===== config.mk =====
export PLATFORM = sky130hd
export DESIGN_NAME = instr_control_sequencer
export DESIGN_NICKNAME = d
export VERILOG_FILES = /design/src/rtl/cpu_defs.sv /design/src/rtl/reg_select_decoder.sv /design/src/rtl/instr_control_sequencer.sv
export SDC_FILE = /design/constraint.sdc
export NUM_CORES = 1
export LEC_CHECK = 0
export ABC_AREA = 1
export BUFFER_PORTS_ARGS = -buffer_cell sky130_fd_sc_hd__buf_4
export CORE_UTILIZATION = 38
export DETAILED_ROUTE_END_ITERATION = 10
export GPL_TIMING_DRIVEN = 0
export PLACE_DENSITY = 0.82
export SLEW_MARGIN = 20
export SYNTH_ARGS = -nofsm -noshare
export SYNTH_HDL_FRONTEND = slang
export SYNTH_HIERARCHICAL = 1
export SYNTH_SLANG_ARGS = --single-unit

===== constraint.sdc =====
create_clock -name Clock -period 2.51 [get_ports Clock]
set_clock_uncertainty 0.1 [all_clocks]
set_input_delay 0.3765 -clock Clock [delete_from_list [all_inputs] [get_ports Clock]]
set_output_delay 0.3765 -clock Clock [all_outputs]
set_load 0.1 [all_outputs]

===== src/rtl/cpu_defs.sv =====
// Shared control/DataPath definitions: opcodes, ALU operation codes,
// T-state encoding and instruction-register field positions.
package cpu_defs;

    // Instruction register layout
    localparam int IR_W    = 32;
    localparam int OPC_LSB = 27;   // opcode = IR[31:27]
    localparam int RA_LSB  = 23;   // Ra     = IR[26:23]
    localparam int RB_LSB  = 19;   // Rb     = IR[22:19]
    localparam int RC_LSB  = 15;   // Rc     = IR[18:15]
    localparam int REG_W   = 4;    // register-select field width

    // Opcodes
    localparam logic [4:0] OPC_ADD  = 5'b00000;
    localparam logic [4:0] OPC_SUB  = 5'b00001;
    localparam logic [4:0] OPC_AND  = 5'b00010;
    localparam logic [4:0] OPC_OR   = 5'b00011;
    localparam logic [4:0] OPC_MUL  = 5'b01111;
    localparam logic [4:0] OPC_DIV  = 5'b10000;
    localparam logic [4:0] OPC_NOP  = 5'b11001;
    localparam logic [4:0] OPC_HALT = 5'b11010;

    // ALU operation codes
    localparam logic [3:0] ALU_ADD = 4'b0000;
    localparam logic [3:0] ALU_SUB = 4'b0001;
    localparam logic [3:0] ALU_MUL = 4'b0010;
    localparam logic [3:0] ALU_DIV = 4'b0011;
    localparam logic [3:0] ALU_AND = 4'b0100;
    localparam logic [3:0] ALU_OR  = 4'b0101;

    // Sequencer T-states
    typedef enum logic [2:0] {
        ST_T0   = 3'd0,
        ST_T1   = 3'd1,
        ST_T2   = 3'd2,
        ST_T3   = 3'd3,
        ST_T4   = 3'd4,
        ST_T5   = 3'd5,
        ST_T6   = 3'd6,
        ST_HALT = 3'd7
    } tstate_e;

    // Instruction classes that share an execute sequence
    typedef enum logic [2:0] {
        CLS_ALU,
        CLS_MULDIV,
        CLS_NOP,
        CLS_HALT,
        CLS_ILLEGAL
    } instr_class_e;

    function automatic instr_class_e decode_class(input logic [4:0] opc);
        case (opc)
            OPC_ADD, OPC_SUB, OPC_AND, OPC_OR: return CLS_ALU;
            OPC_MUL, OPC_DIV:                  return CLS_MULDIV;
            OPC_NOP:                           return CLS_NOP;
            OPC_HALT:                          return CLS_HALT;
            default:                           return CLS_ILLEGAL;
        endcase
    endfunction

    function automatic logic [3:0] alu_op_of(input logic [4:0] opc);
        case (opc)
            OPC_SUB: return ALU_SUB;
            OPC_AND: return ALU_AND;
            OPC_OR:  return ALU_OR;
            OPC_MUL: return ALU_MUL;
            OPC_DIV: return ALU_DIV;
            default: return ALU_ADD;
        endcase
    endfunction

endpackage


===== src/rtl/reg_select_decoder.sv =====
// Binary-to-one-hot register select with enable; all zeros when disabled.
module reg_select_decoder #(
    parameter int NREG  = 16,
    parameter int SEL_W = $clog2(NREG)
) (
    input  logic [SEL_W-1:0] sel_i,
    input  logic             en_i,
    output logic [NREG-1:0]  onehot_o
);

    // One-hot decode of the selected register
    always_comb begin
        onehot_o = '0;
        if (en_i) begin
            onehot_o[sel_i] = 1'b1;
        end
    end

endmodule


===== src/rtl/instr_control_sequencer.sv =====
// Hardwired control unit: steps fetch/decode/execute T-states and drives
// every DataPath strobe as a combinational decode of state and IR.
module instr_control_sequencer
    import cpu_defs::*;
#(
    parameter int OPC_W = 5,
    parameter int NREG  = 16
) (
    input  logic             Clock,
    input  logic             clear,
    input  logic [IR_W-1:0]  IR,
    input  logic             mem_ready,
    output logic             PCout,
    output logic             Zlowout,
    output logic             Zhighout,
    output logic             HIout,
    output logic             LOout,
    output logic             MDRout,
    output logic             MARin,
    output logic             PCin,
    output logic             MDRin,
    output logic             IRin,
    output logic             Yin,
    output logic             Zin_low,
    output logic             Zin_high,
    output logic             HIin,
    output logic             LOin,
    output logic             IncPC,
    output logic             Read,
    output logic [NREG-1:0]  Rout,
    output logic [NREG-1:0]  Rin,
    output logic [3:0]       operation,
    output logic             Run,
    output logic             illegal_op
);

    tstate_e          state_q, state_d;
    logic [OPC_W-1:0] opcode;
    logic [REG_W-1:0] ra, rb, rc;
    instr_class_e     iclass;
    logic             rout_en, rin_en;
    logic [REG_W-1:0] rout_sel, rin_sel;
    logic             unused_ir_low;

    assign opcode        = IR[OPC_LSB +: OPC_W];
    assign ra            = IR[RA_LSB +: REG_W];
    assign rb            = IR[RB_LSB +: REG_W];
    assign rc            = IR[RC_LSB +: REG_W];
    assign unused_ir_low = ^IR[RC_LSB-1:0];
    assign iclass        = decode_class(opcode);

    // Next T-state: T1 waits on mem_ready, execute length depends on class
    always_comb begin
        state_d = state_q;
        case (state_q)
            ST_T0: state_d = ST_T1;
            ST_T1: if (mem_ready) state_d = ST_T2;
            ST_T2: state_d = ST_T3;
            ST_T3: begin
                case (iclass)
                    CLS_ALU, CLS_MULDIV: state_d = ST_T4;
                    CLS_HALT:            state_d = ST_HALT;
                    default:             state_d = ST_T0;
                endcase
            end
            ST_T4:   state_d = ST_T5;
            ST_T5:   state_d = (iclass == CLS_MULDIV) ? ST_T6 : ST_T0;
            ST_T6:   state_d = ST_T0;
            ST_HALT: state_d = ST_HALT;
            default: state_d = ST_T0;
        endcase
    end

    // T-state register
    // NOTE: only the state register is reset; outputs are gated by clear
    // below, so they drop asynchronously without needing reset flops.
    always_ff @(posedge Clock or negedge clear) begin
        if (!clear) begin
            state_q <= ST_T0;
        end else begin
            // NOTE: non-blocking so the register samples pre-edge values.
            state_q <= state_d;
        end
    end

    // Strobe decode of the current T-state and IR, forced low during clear
    // NOTE: every output gets a default first, so no path infers a latch.
    always_comb begin
        PCout      = 1'b0;
        Zlowout    = 1'b0;
        Zhighout   = 1'b0;
        HIout      = 1'b0;
        LOout      = 1'b0;
        MDRout     = 1'b0;
        MARin      = 1'b0;
        PCin       = 1'b0;
        MDRin      = 1'b0;
        IRin       = 1'b0;
        Yin        = 1'b0;
        Zin_low    = 1'b0;
        Zin_high   = 1'b0;
        HIin       = 1'b0;
        LOin       = 1'b0;
        IncPC      = 1'b0;
        Read       = 1'b0;
        rout_en    = 1'b0;
        rout_sel   = '0;
        rin_en     = 1'b0;
        rin_sel    = '0;
        operation  = ALU_ADD;
        illegal_op = 1'b0;
        if (clear) begin
            case (state_q)
                ST_T0: begin
                    PCout   = 1'b1;
                    MARin   = 1'b1;
                    IncPC   = 1'b1;
                    Zin_low = 1'b1;
                end
                ST_T1: begin
                    Zlowout = 1'b1;
                    Read    = 1'b1;
                    if (mem_ready) begin
                        MDRin = 1'b1;
                        PCin  = 1'b1;
                    end
                end
                ST_T2: begin
                    MDRout = 1'b1;
                    IRin   = 1'b1;
                end
                ST_T3: begin
                    case (iclass)
                        CLS_ALU: begin
                            rout_en  = 1'b1;
                            rout_sel = rb;
                            Yin      = 1'b1;
                        end
                        CLS_MULDIV: begin
                            rout_en  = 1'b1;
                            rout_sel = ra;
                            Yin      = 1'b1;
                        end
                        CLS_ILLEGAL: illegal_op = 1'b1;
                        default: ;
                    endcase
                end
                ST_T4: begin
                    case (iclass)
                        CLS_ALU: begin
                            rout_en   = 1'b1;
                            rout_sel  = rc;
                            operation = alu_op_of(opcode);
                            Zin_low   = 1'b1;
                        end
                        CLS_MULDIV: begin
                            rout_en   = 1'b1;
                            rout_sel  = rb;
                            operation = alu_op_of(opcode);
                            Zin_low   = 1'b1;
                            Zin_high  = 1'b1;
                        end
                        default: ;
                    endcase
                end
                ST_T5: begin
                    case (iclass)
                        CLS_ALU: begin
                            Zlowout = 1'b1;
                            rin_en  = 1'b1;
                            rin_sel = ra;
                        end
                        CLS_MULDIV: begin
                            Zlowout = 1'b1;
                            LOin    = 1'b1;
                        end
                        default: ;
                    endcase
                end
                ST_T6: begin
                    Zhighout = 1'b1;
                    HIin     = 1'b1;
                end
                default: ;
            endcase
        end
    end

    assign Run = (state_q != ST_HALT);

    reg_select_decoder #(.NREG(NREG), .SEL_W(REG_W)) u_rout_dec (
        .sel_i    (rout_sel),
        .en_i     (rout_en),
        .onehot_o (Rout)
    );

    reg_select_decoder #(.NREG(NREG), .SEL_W(REG_W)) u_rin_dec (
        .sel_i    (rin_sel),
        .en_i     (rin_en),
        .onehot_o (Rin)
    );

endmodule


==> out/summary.md, run 1 <==
The flow did not finish. The flow stopped in global routing. The tool reported: "[ERROR DPL-0038] Utilization greater than 100%, impossible to legalize".

The run gives 23 as the unique cell type count in the Yosys netlist. The die is 53.2 um wide. Summing every instance area after synthesis gives 997 sq um.

The tools report the half-perimeter wire length after placement as 2870 um. The row count was 18; the number of placed I/O pins was 90. After the last repair the worst path ends at an output port.

The H-tree depth reported by CTS was 1; the global placement routability congestion was 0.822. Counting every sink on the clock net gives 3. The tools report the pin count of the biggest net entering global routing as 10. Averaged over all synthesized cells, the footprint is 5.14 sq um.

The register bit total from synthesis was 3. The total of warnings raised by yosys is 6, and the effective utilization at floorplan is 0.403. During placement, the flow inserted port buffers numbering 71. In this run the deepest clock path goes through 2 buffers.

The number of clock buffers inserted by TritonCTS is 3. In this run the clock root is driven by a sky130_fd_sc_hd__clkbuf_4. The sequential element share of the synthesized area came out at 0.0753. OpenSTA, run right after detailed placement, puts the worst setup slack at -0.291 ns. The die is 53.2 um tall. The end pin of the worst setup path after global-route repair is Rout[8]. After technology mapping, the gate count stands at 194.
[cell usage after synthesis (all sizes together)]
cell	number	area share
o211ai	1	0.0075
nor2	52	0.22
nand4	6	0.038
nand3b	1	0.0075
a31oi	1	0.0063
dfrtp	3	0.075
inv	34	0.13
o21ai	6	0.034
nand2	46	0.20
nor4	2	0.013
conb	1	0.0038
ha	4	0.050
nand3	24	0.13
nor3	2	0.015
a21oi	3	0.015
buf	8	0.060
[through the flow]
step                      area, sq um  setup TNS [ns]  cells
after CTS                        2430         -0.0591    308
after detailed placement         1950           -4.16    297
after global placement           1950           -3.12    297
after floorplan                  1380           -6.40    196
[repair_timing]
item,CTS
resized for setup,90
endpoints found under the hold margin,3
setup buffers,6
hold buffers,1
pin swaps,4
endpoints found under the setup margin,32
[cells by family after synthesis]
| logic type | after synthesis | synth area share |
|---|---|---|
| AND/OR/NAND/NOR | 133 | 0.620 |
| adder cells (fa/ha/maj) | 4 | 0.0502 |
| buffers and inverters | 42 | 0.188 |
| AO/OA/AOI/OAI | 11 | 0.0627 |
| other | 1 | 0.00376 |
| flip-flops | 3 | 0.0753 |
==> run 2, diff against run 1 <==
Settings changed: CORE_UTILIZATION 38 to 23, PLACE_DENSITY 0.82 to default, PLACE_DENSITY_LB_ADDON from default to 0.15.
==> run 2 against run 1 <==
Against the previous run:
- the run now ends clean
- synthesized area unchanged
- synthesized cell count unchanged
==> out/summary.md, run 2 <==
The per-cell via count in the routed design is 4.47. Setup repair after global routing could not meet its margin everywhere. Sorting the synthesized cells by how often they occur yields sky130_fd_sc_hd__nor2_1 (49), sky130_fd_sc_hd__nand2_1 (40), sky130_fd_sc_hd__inv_1 (29).

The register with the most flip-flops in the layout has 3 of them. The flow ran to the end, and the final reports show no timing, DRC or antenna violations. Overall power after layout: 0.000302 W. The complex-gate fraction of the synthesized area is 0.0627 (unchanged), and the routed wire length per instance is 12.0 um.

The category of the critical setup timing path is reg2out. The logs give 3 (unchanged) for the number of clock buffers inserted by TritonCTS and 1.13 nW for the static leakage power. The logs give 0.244 (-0.158) for the effective utilization at floorplan and 0.764 (-7.1%) for the global placement routability congestion. For the worst setup path, the data required time is 2.03 ns. Summing all non-filler instances in the final layout gives an area of 2770 sq um. The half-perimeter wire length after placement came out at 2820 um (-2.0%). The sequential element share of the synthesized area is 0.0753 (unchanged). Ranked by total cell area, the synthesized netlist is headed by sky130_fd_sc_hd__nor2_1 (18%), sky130_fd_sc_hd__nand2_1 (15%), sky130_fd_sc_hd__nand3_1 (11%). The largest registers in the layout are state_q: 3 flops. For this run, design rule violations remaining after detail routing come to 0. The kind of cell adding the most delay to the critical path was simple AND/OR/NAND/NOR gates. The tools report the nature of the critical path endpoint as an output pin. The overflow left after global routing came out at 0. The leading cell type by number of instances after synthesis is sky130_fd_sc_hd__nor2_1. Walking the worst path, the cells encountered are nor2_4, nand2_4, nor2_4, inv_4, nor2_4, nand2_2, nand3_4, nand3_4, nor2_4, buf_12. Once detail routing completed, the nets flagged for antenna violations numbered 0. The number of antenna violations at the first check in global routing came out at 0. The end of the worst register-to-register path is state_q[1]. TritonCTS built the clock tree.

The tools report the count of final max-slew check failures as 0. Mux share of post-synthesis cell area: 0 (unchanged). The ratio of final minimum period to clock period was 0.990. The worst-case IR drop observed on VDD is 88.3 uV. For the aggregate global-route resource usage, the log shows 0.161. The run gives 23 (+5) as the row count. The worst-case register-to-register setup slack is 1.13 ns, and the combined buffer and inverter count along the critical path is 2.

Hold timing on the final database bottoms out at a slack of 0.459 ns. Kind of start point of the critical path: a register. The cell sitting at the root of the clock tree is a sky130_fd_sc_hd__clkbuf_8. The unique cell type count in the Yosys netlist is 23 (unchanged), and the post-synthesis share of cell area spent on xor and xnor gates is 0 (unchanged).

The number of standard cells after synthesis was 194 (unchanged). The fraction of registers with async set/reset came out at 1.00 (unchanged). After synthesis, the largest family of logic cells by area is simple AND/OR/NAND/NOR gates. The tools report the total of warnings raised by yosys as 6 (unchanged).

In this design, the stage delay of the slowest critical-path cell is 0.46 ns. The core outline area is 4090 sq um. The instance area at placement was 1980 sq um (+1.3%). The worst path meets setup with 0.0256 ns of slack.

After clock tree synthesis, the clock-pin slew on the worst setup and hold paths is 0.04 ns. The post-synthesis simple-gate area fraction was 0.620 (unchanged); the aggregate routed wire length was 4040 um. The H-tree depth reported by CTS came out at 1 (unchanged).

The cell taking the most area after synthesis is sky130_fd_sc_hd__nor2_1. The die extent in y was 67.8 um (+27%); the clock network latency to the later pin of the worst-skew pair was 0.22 ns. Data arrival at the endpoint of the critical path: 2.01 ns. The final critical path time including I/O delays and setup works out to 2.48 ns. The routed layout has 1,501 vias.

The dominant register cell in the synthesized netlist was sky130_fd_sc_hd__dfrtp_1. In this run the power density over the cells is 109 nW/um^2. The summed negative setup slack over all endpoints was 0 ns; the number of diodes added for antenna fixing was 0.

Leaving out fill and tap cells, the most frequent cell in the layout is sky130_fd_sc_hd__buf_4. The top cell types in the final layout, fill and taps aside, are sky130_fd_sc_hd__buf_4 (57), sky130_fd_sc_hd__nor2_4 (39), sky130_fd_sc_hd__buf_12 (28). Setup violations remaining at the end of the flow were counted as 0. The number of enable-type register cells in the synthesized netlist is 0 (unchanged).

The die span in x was 67.8 um (+27%). The number of max-capacitance violations reported is 0, and the number of placed I/O pins is 90 (unchanged). The share of synthesized cell area in full adder, half adder and majority cells came out at 0.0502 (unchanged). The pre-antenna-repair detailed-routing pass consisted of 4 iterations. The worst register-to-register path begins at state_q[0]. The DRC violation total after the first TritonRoute iteration was 67; the register bit total from synthesis was 3 (unchanged). The logs give 403 MHz for the highest clock frequency the design can meet and 4600 sq um for the die outline area.

The wire length of the first global-routing pass was 5510 um. The fraction of synthesized cell area taken by the top area cell type works out to 0.184 (unchanged). After the last flow step, the layout net total stands at 326. The share of post-route cells with drive strength above 1 was 0.717; the count of cells along the worst register-to-register path was 7. The mean area per synthesized cell was 5.14 sq um (unchanged). The number of I/O port buffers is 71 (unchanged).

Largest buffer count on any clock path: 2 (unchanged). Number of sinks handled by clock tree synthesis: 3 (unchanged). The relative area change from synthesis to final layout works out to 178%. The number of global-route vias before repair came out at 1,213. Along the worst path, the maximum fanout reaches 6. Register name with the most flops: state_q. The synthesized area came out at 997 sq um (unchanged). Entering global routing, the biggest net connects 10 pins. Final hold violation count: 0. The most frequent cell on the critical path is sky130_fd_sc_hd__nor2_4. The critical path's slowest cell was sky130_fd_sc_hd__dfrtp_2.

For the worst setup timing slack at the placement stage, the log shows -0.321 ns (-0.0296 ns). The min-delay analysis places its worst path in the category in2async.
[run 2: cell counts after synthesis]
No cell type changed its count.
[run 2: stage by stage]
stage | cells | utilization
after floorplan | 196 | -
after global placement | 317 | 0.484
after detailed placement | 317 | 0.484
after CTS | 327 | 0.599
after global routing | 336 | 0.679
final | 336 | 0.679
[run 2: cell type report]
class                           count  area, sq um
Tap cell                           50         62.6
Buffer                              8         67.6
Multi-Input combinational cell    151         1340
Timing Repair Buffer               86         1040
Fill cell                         340         1310
Clock buffer                        4         45.0
Sequential cell                     3         78.8
Inverter                           34          135
[run 2: logic make-up after synthesis]
logic type | Yosys count
and+or+nand+nor | 133
buffers and inverters | 42
AOI/OAI and AO/OA | 11
adders and majority gates | 4
DFF | 3
other | 1
[run 2: how the worst max path moves through the flow]
stage | cells after the start | slack [ns] | start | to
6_report | 10 | 0.03 | state_q[1] | Rout[3]
5_1_grt | 10 | -0.1 | state_q[1] | Rout[3]
4_1_cts | 11 | -0.007 | state_q[1] | Rout[7]
3_5_place_dp | 9 | -0.32 | state_q[0] | Rin[5]
3_3_place_gp | 9 | -0.27 | state_q[0] | Rin[6]
2_1_floorplan | 4 | -0.43 | state_q[2] | MDRout
[run 2: worst reg2reg max path: cells and delay by family, from the launching register on]
kind | cells | cell delay (ns)
flip-flops | 1 | 0.41
AND/OR/NAND/NOR | 5 | 0.67
buffers and inverters | 2 | 0.15
[run 2: what timing repair did]
item	in CTS	in global routing
pin swaps	3	28
hold buffers	1	0
resized for setup	88	59
endpoints found under the hold margin	3	0
setup buffers	5	9
setup endpoints to repair	32	32
[run 2: power by group]
part	leakage (nW)	switching [W]	internal (W)	total [W]
Sequential	0.0253	0	0.0000487	0.0000487
Combinational	1.08	0.0000699	0.0000379	0.000108
Clock	0.0228	0.0000369	0.000109	0.000146
[run 2: per-layer routing]
layer	part of all wire	GRT usage
met1	0.41	0.206
met2	0.54	0.274
met3	0.036	0.0183
met4	0.0074	0.0625
met5	0	0
Note: power is estimated with default switching activity, not from simulation.
==> run 3, diff against run 2 <==
Settings changed: CTS_CLUSTER_SIZE from default to 8.
Clock period 2.51 ns to 2.8 ns, I/O delays scaled along.
==> run 3 against run 2 <==
Against the previous run:
- worst hold slack improved by 0.028 ns
- via count down 6.0%
- final cell count fell by 3.9%
- design area fell by 23%
- combinational power is 14% lower
- clock power fell by 11%
- sequential share of layout area increased by 0.78 points
- critical endpoint is now Rout[7]
==> out/summary.md, run 3 (synthesis gave the netlist of run 2 again) <==
The flow ran to the end, and the final reports show no timing, DRC or antenna violations. The global placement routability congestion is 0.830 (+8.6%), and the per-cell via count in the routed design is 4.37 (-2.2%). The register with the most flip-flops in the final layout is state_q. The share of total power in combinational logic came out at 0.349 (-0.008).

The worst hold path belongs to the class in2async. Required time of the critical path: 2.28 ns (+0.25 ns). The number of I/O port buffers is 71 (unchanged). The tools report the footprint of the multi-input gates as 1090 sq um (-19%). The logs give 4090 sq um (unchanged) for the core outline area and 3260 um (-19%) for the aggregate routed wire length.

The data arrival at the endpoint of the critical path was 2.13 ns (+0.12 ns). The half-perimeter wire length after placement was 2740 um (-2.7%); the DRC violations left was 0 (unchanged). The ratio of final minimum period to clock period is 0.948, and the net load switching power is 0.0000919 W (-14%). For the number of diodes added for antenna fixing, the log shows 0 (unchanged).

For the effective utilization at floorplan, the log shows 0.244 (unchanged). The tools report the wire length of the first global-routing pass as 5240 um (-4.8%). The aggregate global-route resource usage was 0.149 (-0.0122); the internal cell power was 0.000175 W (-10%). The placed cell count came out at 317 (unchanged). The logs give 0.969 nW (-14%) for the static leakage power and 28 (-58%) for the DRC violation total after the first TritonRoute iteration.

The run gives 0 (unchanged) as the number of max-capacitance violations reported. The critical path is of the reg2out type. The tools report the beginning of the critical path as state_q[0]. The register share of total power is 0.163 (+0.002), and the overflow left after global routing is 0 (unchanged). The non-filler instance count after layout was 323 (-3.9%); the count of final max-slew check failures was 0 (unchanged). The clock transition at the registers of the reported paths is 0.03 ns (about the same), and the number of clock buffers inserted by TritonCTS is 3 (unchanged).

The highest fanout seen on the critical path was 6 (unchanged); the row count was 23 (unchanged). Setup repair after global routing left no endpoint under its margin. The kind of start point of the critical path was a register. The routed wire length per instance works out to 10.1 um (-16%). The net switching fraction of the power was 0.344 (-0.00940). The number of flip-flops under the largest register name was 3 (unchanged).

The number of sinks handled by clock tree synthesis is 3 (unchanged), and the final hold violation count is 0 (unchanged). The final critical path time including I/O delays and setup is 2.65 ns. The total power density per cell area is 125 nW/um^2 (+15%). TritonCTS built the clock tree. Relative to the synthesized area, the layout overhead comes to 114%.

The tools report the start of the worst register-to-register path as state_q[0]. The largest registers in the layout are state_q: 3 flops. The final setup violation count was 0 (unchanged). For the number of global-route vias before repair, the log shows 1,220 (+0.58%). The root buffer cell chosen for the clock tree is sky130_fd_sc_hd__clkbuf_8.

The number of placed I/O pins was 90 (unchanged); the largest buffer count on any clock path was 2 (unchanged). The register area is 77.6 sq um (-1.6%), and the share of post-route cells with drive strength above 1 is 0.615 (-0.101). The part of the power in the clock network is 0.487 (+0.005), and the die span in x is 67.8 um (unchanged). The most common library cell in the layout ignoring fill and taps was sky130_fd_sc_hd__buf_4.

The pin count of the biggest net entering global routing is 10 (unchanged), and the clock network latency to the later pin of the worst-skew pair is 0.22 ns (about the same). Based on the critical path, the design can be clocked at up to 377 MHz. The number of routed nets with antenna violations is 0 (unchanged). The die outline area was 4600 sq um (unchanged); the maximum resistive drop on vdd was 101 uV (+14%).

The top cell types in the final layout, fill and taps aside, are sky130_fd_sc_hd__buf_4 (50), sky130_fd_sc_hd__nand2_1 (36), sky130_fd_sc_hd__buf_6 (27). Nature of the critical path endpoint: an output pin. The die extent in y was 67.8 um (unchanged); the count of TritonRoute iterations in the first routing pass was 4 (unchanged). The tools report the number of antenna violations at the first check in global routing as 0 (unchanged).

The run gives 1,411 (-6.0%) as the total number of vias. For the fill cell total of the finished layout, the log shows 428 (+26%). The logs give 1 (unchanged) for the H-tree depth reported by CTS and 0.487 ns (+0.0281 ns) for the final worst hold slack. Net total in the final layout: 313 (-4.0%).
run 3: cell count changes in the layout (fill, tap and decap cells not counted), sizes merged:
cell and change:
buf -13
run 3: worst max-delay path: stages, from the launching register on:
cell	delay [ns]
sky130_fd_sc_hd__dfrtp_2	0.43
sky130_fd_sc_hd__nor2_1	0.15
sky130_fd_sc_hd__nand2_1	0.16
sky130_fd_sc_hd__nor2_4	0.18
sky130_fd_sc_hd__inv_2	0.09
sky130_fd_sc_hd__a21oi_4	0.31
sky130_fd_sc_hd__nand3_2	0.18
sky130_fd_sc_hd__nor2_4	0.13
sky130_fd_sc_hd__buf_4	0.28
run 3: cell type report:
| class | count | area share |
|---|---|---|
| Tap cell | 50 | 0.0293 |
| Buffer | 8 | 0.0281 |
| Inverter | 34 | 0.0597 |
| Timing Repair Buffer | 73 | 0.315 |
| Sequential cell | 3 | 0.0363 |
| Clock buffer | 4 | 0.0211 |
| Multi-Input combinational cell | 151 | 0.510 |
run 3: per-layer routing:
metal / vias to the layer above / wire [um] / global-route usage
li1: 758 / - / -
met1: 610 / 1460 / 0.195
met2: 38 / 1590 / 0.243
met3: 5 / 158 / 0.0183
met4: 0 / 52 / 0.0651
met5: - / 0 / 0
run 3: through the flow:
step	setup WS (ns)	cell area, sq um	setup TNS [ns]	power, W	util
4_1_cts	0.00852	2000	0	0.000270	0.489
6_report	0.145	2140	0	0.000267	0.523
3_5_place_dp	-0.0800	1880	-0.169	0.000135	0.460
3_3_place_gp	-0.0816	1880	-0.184	0.000135	0.460
2_1_floorplan	-0.507	1280	-2.14	0.0000996	-
5_1_grt	0.00496	2140	0	0.000284	0.523
run 3: power by group through the flow:
| stage | Combinational, W | Sequential, W | Clock, W |
|---|---|---|---|
| 3_3_place_gp | 0.0000908 | 0.0000441 | 0 |
| 4_1_cts | 0.0000930 | 0.0000437 | 0.000134 |
| 6_report | 0.0000933 | 0.0000436 | 0.000130 |
| 5_1_grt | 0.000102 | 0.0000436 | 0.000138 |
| 2_1_floorplan | 0.0000554 | 0.0000442 | 0 |
| 3_5_place_dp | 0.0000906 | 0.0000441 | 0 |
run 3: what timing repair did:
item,4_1_cts,5_1_grt
gates resized for setup,16,38
hold endpoints to repair,3,0
hold buffers,1,0
buffers inserted,0,1
setup endpoints to repair,25,32
pin swaps,0,2
cloned,0,0
run 3: path summary, 6_finish.rpt:
check | endpoint | slack (ns) | depth (start not counted)
worst min-delay path | state_q[2] | 0.49 | 2
worst min register to register | state_q[0] | 0.62 | 2
worst max-delay path | Rout[7] | 0.15 | 8
max in group asynchronous | state_q[1] | 1.95 | 2
min in group Clock | state_q[0] | 0.56 | 4
worst max register to register | state_q[1] | 1.44 | 7
